[src/rtl/siso_shift_ctrl.sv]
// Transaction controller for a free-running fixed-latency SISO delay chain:
// serialises a parallel word MSB-first and reassembles it as the bits emerge.
module siso_shift_ctrl #(
    parameter int WIDTH = 8,
    parameter int LAT   = 5
) (
    input  logic             clk,
    input  logic             reset_n,
    input  logic             tx_valid,
    input  logic [WIDTH-1:0] tx_data,
    output logic             tx_ready,
    output logic             sr_din,
    input  logic             sr_dout,
    output logic             rx_valid,
    output logic [WIDTH-1:0] rx_data,
    output logic             busy
);
    localparam int               CNT_W     = $clog2(WIDTH + LAT);
    localparam logic [CNT_W-1:0] CAP_FIRST = CNT_W'(LAT);
    localparam logic [CNT_W-1:0] CAP_LAST  = CNT_W'(LAT + WIDTH - 1);

    typedef enum logic {
        IDLE = 1'b0,
        RUN  = 1'b1
    } state_t;

    state_t           r_state;
    logic [CNT_W-1:0] r_cnt;
    logic [WIDTH-1:0] r_tx_sh;
    logic [WIDTH-2:0] r_cap;
    logic             r_sr_din;
    logic             r_rx_valid;
    logic [WIDTH-1:0] r_rx_data;

    logic             w_cap_en;
    logic [WIDTH-1:0] w_cap_next;

    // Only the LAT..LAT+WIDTH-1 window of the chain output carries our bits.
    assign w_cap_en   = (r_cnt >= CAP_FIRST) && (r_cnt <= CAP_LAST);
    assign w_cap_next = {r_cap, sr_dout};

    always_ff @(posedge clk) begin
        if (!reset_n) begin
            r_state    <= IDLE;
            r_cnt      <= '0;
            r_tx_sh    <= '0;
            r_cap      <= '0;
            r_sr_din   <= 1'b0;
            r_rx_valid <= 1'b0;
            r_rx_data  <= '0;
        end else begin
            r_rx_valid <= 1'b0;
            case (r_state)
                IDLE: begin
                    if (tx_valid) begin
                        r_state  <= RUN;
                        r_cnt    <= '0;
                        r_tx_sh  <= tx_data;
                        r_sr_din <= tx_data[WIDTH-1];
                    end else begin
                        r_sr_din <= 1'b0;
                    end
                end
                RUN: begin
                    r_cnt    <= r_cnt + CNT_W'(1);
                    // Shadow shifts left so zeros follow the last data bit.
                    r_tx_sh  <= r_tx_sh << 1;
                    r_sr_din <= r_tx_sh[WIDTH-2];
                    if (w_cap_en) begin
                        r_cap <= w_cap_next[WIDTH-2:0];
                    end
                    if (r_cnt == CAP_LAST) begin
                        r_rx_data  <= w_cap_next;
                        r_rx_valid <= 1'b1;
                        r_state    <= IDLE;
                    end
                end
                default: r_state <= IDLE;
            endcase
        end
    end

    assign tx_ready = (r_state == IDLE);
    assign busy     = (r_state == RUN);
    assign sr_din   = r_sr_din;
    assign rx_valid = r_rx_valid;
    assign rx_data  = r_rx_data;

endmodule

[config.mk]
export PLATFORM = sky130hd
export DESIGN_NAME = siso_shift_ctrl
export DESIGN_NICKNAME = d
export VERILOG_FILES = /design/src/rtl/siso_shift_ctrl.sv
export SDC_FILE = /design/constraint.sdc
export NUM_CORES = 1
export LEC_CHECK = 0
export ABC_AREA = 1
export ABC_CLOCK_PERIOD_IN_PS = 1250
export BUFFER_PORTS_ARGS = -buffer_cell sky130_fd_sc_hd__buf_2
export CORE_MARGIN = 2
export CORE_UTILIZATION = 48
export DETAILED_ROUTE_END_ITERATION = 16
export PLACE_DENSITY = 0.73
export SKIP_LAST_GASP = 1
export SLEW_MARGIN = 20
export SYNTH_ARGS = -nofsm -noshare
export SYNTH_HDL_FRONTEND = slang
export SYNTH_SLANG_ARGS = --single-unit
export TNS_END_PERCENT = 50
[constraint.sdc]
create_clock -name clk -period 1.25 [get_ports clk]
set_input_delay 0.125 -clock clk [delete_from_list [all_inputs] [get_ports clk]]
set_output_delay 0.125 -clock clk [all_outputs]
set_load 0.05 [all_outputs]
==> out/qor.tcl, run 1 <==
set qor(clk_root_buffer_cell) {sky130_fd_sc_hd__clkbuf_4}
set qor(postSynthAreaPerCell_um2) 7.500
set qor(path_max_fanout) 7
set qor(dpl_wire_length_mm) 1.760
set qor(die-width_um) 55.54
set qor(drt_pre_antenna_iters) 4
set qor(arrival_ps) 1430
set qor(layout-area-overhead-vs-synth_pct) 24.44
set qor(number_of_antenna_violations_at_the_first_check_in_global_routing) 0
set qor(power.density_mw_per_mm2) 1146
set qor(cpLargestDelayFamily) {simple AND/OR/NAND/NOR gates}
set qor(final_cell_area_mm2) 0.001587
set qor(most_common_cell_on_crit_path) {sky130_fd_sc_hd__nand2_1}
set qor(timing.final.setup_violations) 0
set qor(vias_in_the_first_global_route) 954
set qor(top_level_ports) 24
set qor(synth_top_area_cell) {sky130_fd_sc_hd__dfxtp_1}
set qor(max_slew_margin) 0.7395
set qor(wirelength_mm) 2.646
set qor(post_synth_main_area_contributors) {sky130_fd_sc_hd__dfxtp_1 46%, sky130_fd_sc_hd__nand2_1 16%, sky130_fd_sc_hd__nand3_1 7.9%}
set qor(timing.reg2reg.setup_slack_ps) 50
set qor(worstPathCellList) {inv_4, ha_1, nand2_1, nand2_2, nand2_4, nand3_1, nand2_1, nor2_1}
set qor(final_estimated_routing_congestion_in_global_placement) 0.7706
set qor(placedCellCount) 223
set qor(nets) 220
set qor(finClkSkew_ps) 4.244
set qor(slew_violations) 0
set qor(num_antenna_cells) 0
set qor(drv_cap) 0
set qor(drt_drc_violations_left) 0
set qor(report.final.hold_viol_count) 0
set qor(hold_path_depth) 3
set qor(worstHoldEndpoint) {rx_data[0]$_SDFFE_PN0P_}
set qor(worst_r2r_endpoint) {r_cap[5]$_SDFFE_PN0P_}
set qor(synth_area_mm2) 0.001275
set qor(clock_latency_ps) 330
set qor(core-area_mm2) 0.002500
set qor(rsz0062_at_grt) {yes}
set qor(grt_first_pass_wirelength_mm) 4.140
set qor(number_of_different_library_cells_in_the_post_synthesis_netlist) 21
set qor(grt_max_degree) 18
set qor(synth_sequential_area_ratio) 0.4553
set qor(maxClockFrequency_mhz) 832.6
set qor(floorplan.initialDensity) 0.5100
set qor(cts_made_buffers) 5
set qor(filler_free_cell_count_of_the_finished_design) 235
set qor(critical_path_buf_inv_count) 1
set qor(synthesis.nets) 186
set qor(final_min_period_over_clock_period) 0.9609
set qor(cellLeakagePower_nw) 0.7794
set qor(timing.rr.start) {r_cnt[0]$_SDFFE_PN0P_}
set qor(tritoncts_num_sinks) 29
set qor(cp_slowest_stage_delay_ps) 380
set qor(setup.worst_path.start_class) {flop}
set qor(path_class) {flop to flop}
set qor(vias) 1143
set qor(final_period_minus_worst_setup_slack_ps) 1201
set qor(globalRouteTotalUtil) 0.1738
set qor(worst_setup_path_end_kind) {flop}
set qor(drt_iter0_drc) 24
set qor(num_rows) 18
set qor(hold_slack_ps) 14.43
set qor(synthesis.yosys.warnings) 0
set qor(htreeDepth) 2
set qor(post_cts_clock_slew_at_the_launch_and_capture_registers_of_the_worst_setup_and_hold_paths_ps) 90
set qor(post_drt_via_cell_ratio) 4.864
set qor(number_of_input_and_output_port_buffers_inserted) 23
set qor(die_area_mm2) 0.003085
set qor(fin_total_pwr_mw) 1.819
set qor(netlist_instances) 170
set qor(placed_cell_area_mm2) 0.001433
set qor(drive_above_1_share) 0.2927
set qor(drt_antenna_net_count) 0
set qor(cts_tree) {yes}
set qor(share_of_the_core_filled_with_cells_in_the_final_layout) 0.6346
set qor(post_drt_wl_per_cell_um) 11.26
set qor(worst_path_max_delay_cell) {sky130_fd_sc_hd__dfxtp_2}
set qor(worstSetupPathDepth) 8
set qor(status) {complete, no violations}
set qor(number_of_storage_elements_in_the_synthesis_netlist) 29
set qor(gr-total-overflow) 0
set qor(worst_ir_drop_vdd_mv) 0.7676
set qor(synthDominantCellAreaShare) 0.4553
set qor(clock_path_buffers) 2
set qor(worst-slew-pin-transition_ps) 390.3
set qor(timing.critical_path.required_ps) 1480
set qor(timing.hold.worst.class) {input port to flop}
set qor(holdBufCountCts) 0
set qor(hp-start) {sr_dout}
set qor(dieHeight_um) 55.54
set qor(most_common_library_cell_in_the_layout_ignoring_fill_and_taps) {sky130_fd_sc_hd__nand2_1}
set qor(rr_worst_depth) 8
set qor(layout.cells.most_common_list) {54 x sky130_fd_sc_hd__nand2_1, 25 x sky130_fd_sc_hd__dfxtp_1, 21 x sky130_fd_sc_hd__buf_2}
==> layer usage <==
layer / routed length [um] / up-vias / track usage
met1: 1198 / 515 / 0.2135
li1: - / 603 / -
met2: 1273 / 19 / 0.2585
met4: 48 / 0 / 0.08362
met5: 0 / - / 0
met3: 126 / 6 / 0.07728
==> flip-flops by register name, summed over array words and instances, names as in the netlist <==
signal / count
r_tx_sh: 7
r_cnt: 4
rx_data: 8
sr_din: 1
r_cap: 7
busy: 1
rx_valid: 1
==> final cells by class <==
class | count | area, um2
fill | 224 | 913.4
multi-input combinational | 117 | 618.1
sequential | 29 | 588.1
timing repair buffer | 31 | 192.7
inverter | 20 | 80.08
clock buffer | 7 | 65.06
tap | 30 | 37.54
clock inverter | 1 | 5.005
==> cells by family after synthesis <==
family | share of synthesized area
and+or+nand+nor | 0.3356
DFF | 0.4554
AOI/OAI and AO/OA | 0.06674
buffers and inverters | 0.1030
adders and majority gates | 0.03926
==> stage by stage <==
step                setup TNS [ps]  setup WS (ps)
global placement                 0          19.63
finish                           0          48.90
floorplan                        0          26.30
CTS                         -25.29         -12.06
detailed placement          -292.3         -61.21
global route                -61.73         -21.27
==> repair_timing <==
action,CTS,global route
setup buffers,1,1
pin swaps,1,2
setup endpoints to repair,11,17
cloned,0,2
gates resized for setup,3,11
==> where the power goes <==
part           leakage, nW  switching [mW]  internal (mW)
combinational        0.501           0.116         0.0798
sequential           0.237          0.0220          0.945
clock               0.0413           0.330          0.326
total                0.779           0.468           1.35
==> Yosys cell counts (all sizes together) <==
cell type  count
o21ai          2
buf            5
a211oi         1
nand2         57
a21oi         12
nand3         20
nand4          2
inv           20
nor4           1
nor2          14
clkbuf         1
and3           1
a22oi          1
ha             4
dfxtp         29
==> how the worst max path moves through the flow <==
stage	to	start	slack [ps]
finish	r_cap[5]$_SDFFE_PN0P_	r_cnt[0]$_SDFFE_PN0P_	50
detailed placement	r_cap[5]$_SDFFE_PN0P_	r_cnt[0]$_SDFFE_PN0P_	-60
global route	r_cap[6]$_SDFFE_PN0P_	r_cnt[1]$_SDFFE_PN0P_	-20
global placement	r_cap[1]$_SDFFE_PN0P_	r_cnt[0]$_SDFFE_PN0P_	20
CTS	r_cap[5]$_SDFFE_PN0P_	r_cnt[0]$_SDFFE_PN0P_	-10
floorplan	r_cap[0]$_SDFFE_PN0P_	r_cnt[1]$_SDFFE_PN0P_	30
==> worst min-delay path, cell delays in order <==
cell and delay, ps:
sky130_fd_sc_hd__buf_2 90, sky130_fd_sc_hd__nand2_1 50, sky130_fd_sc_hd__nand2_1 50
Power figures use the tool's default switching activity.
==> inputs of run 2 (changes only) <==
- CORE_ASPECT_RATIO: unset -> 1.75
==> out/qor.tcl, run 2 (synthesis results as in run 1) <==
set qor(final_cell_area_mm2) 0.001605 ;# was 0.001587 mm2
set qor(worst-slew-pin-transition_ps) 345.8 ;# was 390.3 ps
set qor(placed_cell_area_mm2) 0.001428 ;# was 0.001433 mm2
set qor(drt_iter0_drc) 47 ;# was 24
set qor(gr-total-overflow) 0 ;# unchanged
set qor(layout-area-overhead-vs-synth_pct) 25.91 ;# was 24.44%
set qor(drt_pre_antenna_iters) 4 ;# unchanged
set qor(report.final.hold_viol_count) 0 ;# unchanged
set qor(worst_setup_path_end_kind) {output pin} ;# was flop
set qor(grt_max_degree) 18 ;# unchanged
set qor(globalRouteTotalUtil) 0.2015 ;# was 0.1738
set qor(number_of_antenna_violations_at_the_first_check_in_global_routing) 0 ;# unchanged
set qor(power.density_mw_per_mm2) 1214 ;# was 1146 mW/mm2
set qor(grt_first_pass_wirelength_mm) 4.705 ;# was 4.140 mm
set qor(cts_tree) {yes} ;# unchanged
set qor(drv_cap) 0 ;# unchanged
set qor(floorplan.initialDensity) 0.5055 ;# was 0.5100
set qor(status) {complete, no violations} ;# unchanged
set qor(drt_drc_violations_left) 0 ;# unchanged
set qor(worstPathCellList) {inv_4, buf_2} ;# was inv_4, ha_1, nand2_1, nand2_2, nand2_4, nand3_1, nand2_1, nor2_1
set qor(die_area_mm2) 0.003101 ;# was 0.003085 mm2
set qor(cellLeakagePower_nw) 0.7790 ;# was 0.7794 nW
set qor(clock_path_buffers) 2 ;# unchanged
set qor(dpl_wire_length_mm) 1.902 ;# was 1.760 mm
set qor(post_cts_clock_slew_at_the_launch_and_capture_registers_of_the_worst_setup_and_hold_paths_ps) 60 ;# was 90 ps
set qor(timing.final.setup_violations) 0 ;# unchanged
set qor(cts_made_buffers) 5 ;# unchanged
set qor(post_drt_wl_per_cell_um) 12.64 ;# was 11.26 um
set qor(cp_slowest_stage_delay_ps) 420 ;# was 380 ps
set qor(drive_above_1_share) 0.3088 ;# was 0.2927
set qor(max_slew_margin) 0.7692 ;# was 0.7395
set qor(core-area_mm2) 0.002522 ;# was 0.002500 mm2
set qor(postCtsSetupRepairBufs) 0 ;# was 1
set qor(timing.reg2reg.setup_slack_ps) 50 ;# about the same
set qor(rsz0062_at_grt) {yes} ;# unchanged
set qor(final_period_minus_worst_setup_slack_ps) 1214 ;# was 1201 ps
set qor(clock_latency_ps) 280 ;# was 330 ps
set qor(path_max_fanout) 17 ;# was 7
set qor(top_level_ports) 24 ;# unchanged
set qor(final_estimated_routing_congestion_in_global_placement) 0.8220 ;# was 0.7706
set qor(worst_path_max_delay_cell) {sky130_fd_sc_hd__dfxtp_4} ;# was sky130_fd_sc_hd__dfxtp_2
set qor(post_drt_via_cell_ratio) 5.087 ;# was 4.864
set qor(final_min_period_over_clock_period) 0.9716 ;# was 0.9609
set qor(num_rows) 24 ;# was 18
set qor(setup.worst_path.start_class) {flop} ;# unchanged
set qor(timing.critical_path.required_ps) 1120 ;# was 1480 ps
set qor(vias_in_the_first_global_route) 1052 ;# was 954
set qor(clk_root_buffer_cell) {sky130_fd_sc_hd__clkbuf_8} ;# was sky130_fd_sc_hd__clkbuf_4
set qor(most_common_library_cell_in_the_layout_ignoring_fill_and_taps) {sky130_fd_sc_hd__nand2_1} ;# unchanged
set qor(hold_slack_ps) 70.96 ;# was 14.43 ps
set qor(vias) 1170 ;# was 1,143
set qor(slew_violations) 0 ;# unchanged
set qor(worst_ir_drop_vdd_mv) 1.001 ;# was 0.7676 mV
set qor(num_antenna_cells) 0 ;# unchanged
set qor(number_of_input_and_output_port_buffers_inserted) 23 ;# unchanged
set qor(critical_path_buf_inv_count) 2 ;# was 1
set qor(die-width_um) 42.96 ;# was 55.54 um
set qor(tritoncts_num_sinks) 29 ;# unchanged
set qor(dieHeight_um) 72.18 ;# was 55.54 um
set qor(finClkSkew_ps) 7.533 ;# was 4.244 ps
set qor(layout.cells.most_common_list) {54 x sky130_fd_sc_hd__nand2_1, 25 x sky130_fd_sc_hd__dfxtp_1, 23 x sky130_fd_sc_hd__buf_2} ;# was 54 x sky130_fd_sc_hd__nand2_1, 25 x sky130_fd_sc_hd__dfxtp_1, 21 x sky130_fd_sc_hd__buf_2
set qor(htreeDepth) 2 ;# unchanged
set qor(cpLargestDelayFamily) {flip-flops} ;# was simple AND/OR/NAND/NOR gates
set qor(drt_antenna_net_count) 0 ;# unchanged
set qor(nets) 219 ;# was 220
set qor(path_class) {flop to output pin} ;# was flop to flop
set qor(largest_reg_flops) 8 ;# unchanged
set qor(wirelength_mm) 2.908 ;# was 2.646 mm
set qor(timing.hold.worst.class) {input port to flop} ;# unchanged
set qor(arrival_ps) 1090 ;# was 1430 ps
set qor(maxClockFrequency_mhz) 823.4 ;# was 832.6 MHz
-- run 2: repair_timing --
action                                  in CTS  in global routing
resized for setup                            4                 15
gates cloned                                 2                  1
pin swaps                                    2                  8
endpoints found under the setup margin       7                 17
hold buffers                                 0                  0
-- run 2: routing by layer --
metal	wire [um]	global-route usage	share of wire
met1	1201	0.2468	0.41
met2	1542	0.3232	0.53
met3	111	0.05224	0.038
met4	53	0.1010	0.018
met5	0	0	0
-- run 2: worst paths after layout --
kind / from / end / depth (start not counted)
min: sr_dout / rx_data[0]$_SDFFE_PN0P_ / 3
max reg2reg: r_cnt[1]$_SDFFE_PN0P_ / r_cap[3]$_SDFFE_PN0P_ / 8
max: busy$_SDFF_PN0_ / tx_ready / 2
min reg2reg: r_cap[6]$_SDFFE_PN0P_ / rx_data[7]$_SDFFE_PN0P_ / 2
-- run 2: worst reg2reg max path: cells and delay by family (launching register included) --
family / cells / cell delay [ps]
flops: 1 / 330
simple gates: 4 / 330
fa+ha+maj: 1 / 170
compound gates: 1 / 160
buf+inv: 2 / 110
-- run 2: area by class of cell --
type                            count  area [um2]
Clock buffer                        8       90.09
Fill cell                         232       917.1
Inverter                           20       77.57
Multi-Input combinational cell    118       653.1
Sequential cell                    29       588.1
Tap cell                           26       32.53
Timing Repair Buffer               29       163.9
-- run 2: power by group --
group / total, mW / switching, mW / leakage (nW) / internal (mW)
Clock: 0.786 / 0.338 / 0.0455 / 0.448
Combinational: 0.193 / 0.122 / 0.496 / 0.0711
Sequential: 0.970 / 0.0235 / 0.237 / 0.947
Total: 1.95 / 0.484 / 0.779 / 1.47
-- run 2: through the flow --
| step | power [mW] | setup slack, ps | cells | TNS [ps] | util |
|---|---|---|---|---|---|
| floorplan | 1.113 | 26.30 | 170 | 0 | - |
| global placement | 1.157 | 30.57 | 219 | 0 | 0.5660 |
| detailed placement | 1.166 | -53.96 | 219 | -324.6 | 0.5660 |
| CTS | 1.967 | -10.21 | 229 | -34.38 | 0.6136 |
| global route | 2.032 | -14.84 | 230 | -51.83 | 0.6364 |
| finish | 1.949 | 35.50 | 230 | 0 | 0.6364 |
